--- src/rtl/par_serializer_pkg.sv ---
// Shared defaults and state encoding for the parallel-to-serial front end.
// Benches and the downstream shift register chain take the word width from here.
package par_serializer_pkg;

    localparam int unsigned SER_N_DEFAULT         = 4;
    localparam bit          SER_MSB_FIRST_DEFAULT = 1'b1;
    localparam bit          SER_IDLE_LVL_DEFAULT  = 1'b0;

    typedef enum logic {
        ST_IDLE  = 1'b0,
        ST_SHIFT = 1'b1
    } ser_state_t;

    // Bit position counter width; at least one bit even for tiny words.
    function automatic int unsigned cnt_width(input int unsigned n);
        return (n > 1) ? $clog2(n) : 1;
    endfunction

endpackage

--- src/rtl/par_serializer_bit_counter.sv ---
// Modulo-N up-counter with load-zero and terminal-count decode.
// Shared with the matching deserializer, so it keeps the wrap even though the serializer never uses it.
module bit_counter
    import par_serializer_pkg::*;
#(
    parameter int unsigned N = SER_N_DEFAULT,
    localparam int unsigned W = cnt_width(N)
) (
    input  logic         clk,
    input  logic         rst,
    input  logic         clr,
    input  logic         en,
    output logic [W-1:0] count,
    output logic         tc_c
);

    localparam logic [W-1:0] LAST = W'(N - 1);

    always_ff @(posedge clk) begin
        if (rst) begin
            count <= '0;
        end else if (clr) begin
            count <= '0;
        end else if (en) begin
            count <= tc_c ? '0 : count + W'(1);
        end
    end

    assign tc_c = (count == LAST);

endmodule

--- src/rtl/par_serializer.sv ---
// Parallel-to-serial front end: valid/ready word intake, one-word hold buffer,
// one bit per clock on Dout with frame_start/word_done marking the word boundaries.
module par_serializer
    import par_serializer_pkg::*;
#(
    parameter int unsigned N         = SER_N_DEFAULT,
    parameter bit          MSB_FIRST = SER_MSB_FIRST_DEFAULT,
    parameter bit          IDLE_LVL  = SER_IDLE_LVL_DEFAULT
) (
    input  logic         clk,
    input  logic         rst,
    input  logic [N-1:0] Din,
    input  logic         load_valid,
    output logic         load_ready,
    output logic         Dout,
    output logic         frame_start,
    output logic         word_done,
    output logic         busy
);

    localparam int unsigned  CW   = cnt_width(N);
    localparam logic [N-1:0] FILL = {N{IDLE_LVL}};

    ser_state_t     state, state_d;
    logic [N-1:0]   shreg, hold, shifted;
    logic           hold_full;
    logic [CW-1:0]  count;
    logic           last_c;
    logic           accept, sh_load, sh_from_hold, sh_shift;
    logic           hold_load, hold_clr, go_idle, cnt_clr;

    assign load_ready = !hold_full;
    assign accept     = load_valid && load_ready;
    assign cnt_clr    = sh_load || go_idle;

    bit_counter #(.N(N)) u_bit_counter (
        .clk   (clk),
        .rst   (rst),
        .clr   (cnt_clr),
        .en    (sh_shift),
        .count (count),
        .tc_c  (last_c)
    );

    always_ff @(posedge clk) begin
        if (rst) begin
            state <= ST_IDLE;
        end else begin
            state <= state_d;
        end
    end

    // Word routing: a held word always wins the last-bit edge, since ready is low while it exists.
    always_comb begin
        state_d      = state;
        sh_load      = 1'b0;
        sh_from_hold = 1'b0;
        sh_shift     = 1'b0;
        hold_load    = 1'b0;
        hold_clr     = 1'b0;
        go_idle      = 1'b0;
        if (state == ST_IDLE) begin
            if (accept) begin
                sh_load = 1'b1;
                state_d = ST_SHIFT;
            end
        end else if (last_c) begin
            if (hold_full) begin
                sh_load      = 1'b1;
                sh_from_hold = 1'b1;
                hold_clr     = 1'b1;
            end else if (accept) begin
                sh_load = 1'b1;
            end else begin
                go_idle = 1'b1;
                state_d = ST_IDLE;
            end
        end else begin
            sh_shift  = 1'b1;
            hold_load = accept;
        end
    end

    // Vacated positions fill with the idle level so Dout is a plain flop tap in every state.
    assign shifted = MSB_FIRST ? {shreg[N-2:0], IDLE_LVL} : {IDLE_LVL, shreg[N-1:1]};

    always_ff @(posedge clk) begin
        if (rst) begin
            shreg     <= FILL;
            hold      <= '0;
            hold_full <= 1'b0;
        end else begin
            if (sh_load) begin
                shreg <= sh_from_hold ? hold : Din;
            end else if (sh_shift) begin
                shreg <= shifted;
            end else if (go_idle) begin
                shreg <= FILL;
            end
            if (hold_load) begin
                hold      <= Din;
                hold_full <= 1'b1;
            end else if (hold_clr) begin
                hold_full <= 1'b0;
            end
        end
    end

    assign Dout        = MSB_FIRST ? shreg[N-1] : shreg[0];
    assign busy        = (state == ST_SHIFT);
    assign frame_start = busy && (count == '0);
    assign word_done   = busy && last_c;

endmodule

--- config.mk ---
export PLATFORM = sky130hd
export DESIGN_NAME = par_serializer
export DESIGN_NICKNAME = d
export VERILOG_FILES = /design/src/rtl/par_serializer_pkg.sv /design/src/rtl/par_serializer_bit_counter.sv /design/src/rtl/par_serializer.sv
export SDC_FILE = /design/constraint.sdc
export NUM_CORES = 1
export LEC_CHECK = 0
export ABC_AREA = 1
export BUFFER_PORTS_ARGS = -buffer_cell sky130_fd_sc_hd__buf_4
export CAP_MARGIN = 10
export CORE_AREA = 2 2 42 48
export CTS_CLUSTER_DIAMETER = 100
export DETAILED_ROUTE_END_ITERATION = 7
export DIE_AREA = 0 0 44 50
export MAX_ROUTING_LAYER = met4
export SLEW_MARGIN = 0
export SYNTH_ARGS = -nofsm -noshare
export SYNTH_HDL_FRONTEND = slang
export SYNTH_SLANG_ARGS = --single-unit
--- constraint.sdc ---
create_clock -name clk -period 2.3 [get_ports clk]
set_input_delay 0.23 -clock clk [delete_from_list [all_inputs] [get_ports clk]]
set_output_delay 0.23 -clock clk [all_outputs]
set_load 0.03 [all_outputs]
Word level (Yosys, flattened, before mapping)
Index checks and enable logic that the tools add are counted.

word-level totals
  bits in registers = 12
  bits of input ports = 7
  output and inout port bits = 5
  logic and storage cells = 40

operators by class
  add/subtract/negate cells = 1
  equality and inequality tests = 1
  muxes and demuxes = 24
  reductions and logical operators = 9

operators with widths
  kind                                         count
  2-to-1 mux 1 bit                             19
  2-to-1 mux 4 bit                             4
  logical AND 1 bit                            3
  nonzero test 3 bit                           1
  adder 2 x 1 -> 2 bit, second input constant  1
  == test 2 bit, second input constant         1
  logical NOT 2 bit                            1
  2-to-1 mux 2 bit                             1
  nonzero test 2 bit                           1
  OR reduction 2 bit                           1
  logical NOT 1 bit                            1
  logical OR 1 bit                             1

Depth between registers and ports, before layout
  depth after elaboration = 9
  mapped depth = 7
  depth with buffers taken out = 6

Cells and area by module
Synthesis repeated with hierarchy kept, for this count alone.

second synthesis, totals
  cells, all modules = 97
  area total of the unflattened synthesis = 656.9 um2

modules (own cells, without submodules)
  module          times used  cells an instance  area an instance (um2)  seq. area each (um2)
  par_serializer  1           83                 559.3                   200.2
  bit_counter     1           14                 97.6                    40.0

Worst setup path before layout
OpenSTA, ideal clock, no wires.

  path kind = reg2reg
  start = register state (netlist: busy)
  end = register hold[0]
  library setup time = 0.116 ns
  data arrival time = 1.182 ns
  data required time = 2.184 ns
  setup slack = 1.002 ns
  cell stages (with the launch flop) = 7
  path buffers = 1
  period minus slack after synthesis = 1.298 ns
  cells stage by stage = dfxtp_1 > buf_6 > inv_2 > nor2_8 > nand3_4 > o21ai_0 > nor2_1

between the ends
  longest elaborated chain between the ends = 1

ends and longest elaborated chain
  element                 RTL line               RTL
  start, declared         par_serializer.sv:24   ser_state_t state, state_d;
  start signal, assigned  par_serializer.sv:49   state <= state_d;
  2-to-1 mux 1 bit        par_serializer.sv:62   if (state == ST_IDLE) begin
  end signal, assigned    par_serializer.sv:101  hold <= Din;
  end, declared           par_serializer.sv:25   logic [N-1:0] shreg, hold, shifted;

Every way passes these cells.
A chain may end at the register's enable or synchronous reset.

Final worst setup path
  start = register u_bit_counter.count[0]
  end = output word_done

between the ends
  longest elaborated chain between the ends = 2

ends and longest elaborated chain
  element                 RTL line                          RTL
  start, declared         par_serializer_bit_counter.sv:13  output logic [W-1:0] count,
  start signal, assigned  par_serializer_bit_counter.sv:25  count <= tc_c ? '0 : count + W'(1);
  == test 2 bit           par_serializer_bit_counter.sv:29  assign tc_c = (count == LAST);
  logical AND 1 bit       par_serializer.sv:112             assign word_done = busy && last_c;
  end, declared           par_serializer.sv:17              output logic word_done,

Every way passes these cells.

==> results.toml <==
[synthesis]
ys_seq_elements = 12
synth_cell_types = 18
yosys.area.top_type_share = 0.360
syn_area_sq_um = 667
yosys_warnings = 0
synth_nets = 104
synthTopCellsByArea = "dfxtp_1 36%, nand2_1 15%, inv_1 6.2%, o21ai_0 6.0%, ha_1 5.6%"
avgSynthCellArea_sq_um = 7.09
synth_top_cell_by_area = "dfxtp_1"
yosysSeqAreaShare = 0.360
netlist_instances = 94

[clock_network]
cts_max_level = 1
cts_buffers = 3
cts_resized = 0
cts.sinks = 12
clk_latency_ps = 270
cts-root-buf = "clkbuf_4"
cts_buffer_depth = 2
ctsHoldBuffers = 0
clk_pin_slew_ps = 70
cts_tree = "yes"
cts_setup_buffers = 0

[layout]
fillers = 188
layout-drive-gt1-share = 0.224
antenna-diode-count = 0
nets = 119
synthToLayoutAreaGrowth_pct = 17.4

[timing]
timing.final.crit_share = 0.687
timing.final.max_slew_violations = 0
fin_setup_tns_ps = 0
setup_ws_ps = 721
skew_ps = 0.730
tightest_slew_ps = 357
grt_setup_unrepaired = "no"
hold_slack_ps = 136
fmax_ghz = 0.633
setup_viol = 0
min_period_ps = 1580
slew_headroom = 0.762
finalHoldViolations = 0

[global_route]
grt_overflow = 0
grt_start_max_net_pins = 11
grt_use_total = 0.151
grt_first_pass_wirelength_mm = 2.43
grt_pass1_vias = 598
antenna_found_initial = 0

[setup_path]
criticalPathCategory = "flop to output port"
end_kind = "output port"
arrival_ps = 1350
critical_path.cell_chain = "ha_1 > nand2_1 > inv_1 > buf_4"
path_max_fanout = 7
cp_slowest_cell = "dfxtp_1"
critPathLaunchType = "flop"
cp.required_ps = 2070
crit_buf_inv = 2
crit_path_max_incr_delay_ps = 400
critical_path.top_delay_family = "flip-flops"

[pwr]
ir_drop_v = 0.000307
pwr-share-seq = 0.488
swShare = 0.334
switchingPower_mw = 0.169
clkPwrFrac = 0.257
p_total_mw = 0.506
p_comb_frac = 0.256
powerDensity_nw_per_um2 = 646
internal_power_mw = 0.337
p_leak_nw = 0.387

[worst_hold_path]
min_path_type = "input port to flop"

[placed_design]
globalplace.congestion = 0.806
io_buffers = 11
dp_hpwl_mm = 1.03
dp_slack_ps = 959

[routing]
wl_mm = 1.38
drcViolationCount = 0
vias = 624
dr.pass1.iters = 4
wl_per_cell_um = 11.0
ant_nets = 0
avgViaCountPerCell = 4.99
first_iter_violations = 5

[floorplan]
die_width_um = 44
start_util = 0.387
coreArea_sq_um = 1720
dieArea_sq_um = 2200
rows = 16
io_pins = 12
die_h_um = 50

[outcome]
status = "completed"

[run]
cap_violations = 0
==> registers in the layout, summed over array words and instances, names as in the netlist <==
register / flops
busy: 1
u_bit_counter.count: 2
hold_full: 1
shreg: 4
hold: 4
==> power by group through the flow <==
| stage | clock network, mW | logic [mW] | registers (mW) |
|---|---|---|---|
| 2_1_floorplan | 0 | 0.0930 | 0.252 |
| 3_3_place_gp | 0 | 0.130 | 0.251 |
| 3_5_place_dp | 0 | 0.130 | 0.251 |
| 4_1_cts | 0.135 | 0.131 | 0.247 |
| 5_1_grt | 0.148 | 0.146 | 0.250 |
| 6_report | 0.130 | 0.129 | 0.247 |
==> logic make-up after synthesis <==
| group | share of synthesized area |
|---|---|
| flip-flops | 0.360 |
| AO/OA/AOI/OAI | 0.126 |
| AND/OR/NAND/NOR | 0.360 |
| buffers and inverters | 0.0976 |
| adder cells (fa/ha/maj) | 0.0563 |
==> cell usage in the layout, fill, tap and decap left out, types with 2 or more instances in the layout <==
| master | instances |
|---|---|
| nand4_1 | 4 |
| a21oi_1 | 6 |
| ha_1 | 3 |
| clkbuf_4 | 3 |
| buf_4 | 11 |
| nand3_1 | 2 |
| inv_1 | 11 |
| nor2_1 | 9 |
| dfxtp_1 | 12 |
| o21ai_0 | 8 |
| nand2_1 | 26 |
| inv_2 | 2 |
| nand2_2 | 4 |
==> metal layers <==
metal	up-vias	wire length, um	track usage
met4	0	9	0.0455
li1	327	-	-
met5	-	0	-
met2	15	677	0.257
met3	2	68	0.0330
met1	280	624	0.174
==> stage by stage <==
stage                util  instance area [sq um]  std cells
finish              0.455                    783        125
CTS                 0.455                    783        125
detailed placement  0.442                    761        122
global placement    0.442                    761        122
floorplan               -                    667         94
global route        0.455                    783        125
==> Yosys cell counts <==
master	n
ha_1	3
nand2_2	4
a21oi_1	6
nand3_1	2
clkinv_2	1
o22ai_1	1
nand2_1	26
o21bai_1	1
nor2_8	1
dfxtp_1	12
nand3_4	1
inv_2	2
inv_1	11
o21ai_0	8
buf_6	1
nand4_1	4
nor2_4	1
nor2_1	9
==> path summary, 6_finish.rpt <==
check | start | end | slack [ps] | depth (start not counted)
max | u_bit_counter.count[0]$_SDFFE_PP0N_ | word_done | 720 | 4
max reg2reg | busy$_SDFF_PP0_ | hold[1]$_SDFFE_PP0P_ | 960 | 5
min reg2reg | hold[3]$_SDFFE_PP0P_ | hold[3]$_SDFFE_PP0P_ | 490 | 2
min | rst | shreg[0]$_SDFFE_PP0P_ | 140 | 2
==> final cells by class <==
type,instances,area (sq um),area share
Tap cell,18,22.5,0.0288
Inverter,14,53.8,0.0687
Timing Repair Buffer,11,82.6,0.105
Clock buffer,3,22.5,0.0288
Sequential cell,12,240,0.307
Multi-Input combinational cell,67,362,0.462
Power figures use the tool's default switching activity.
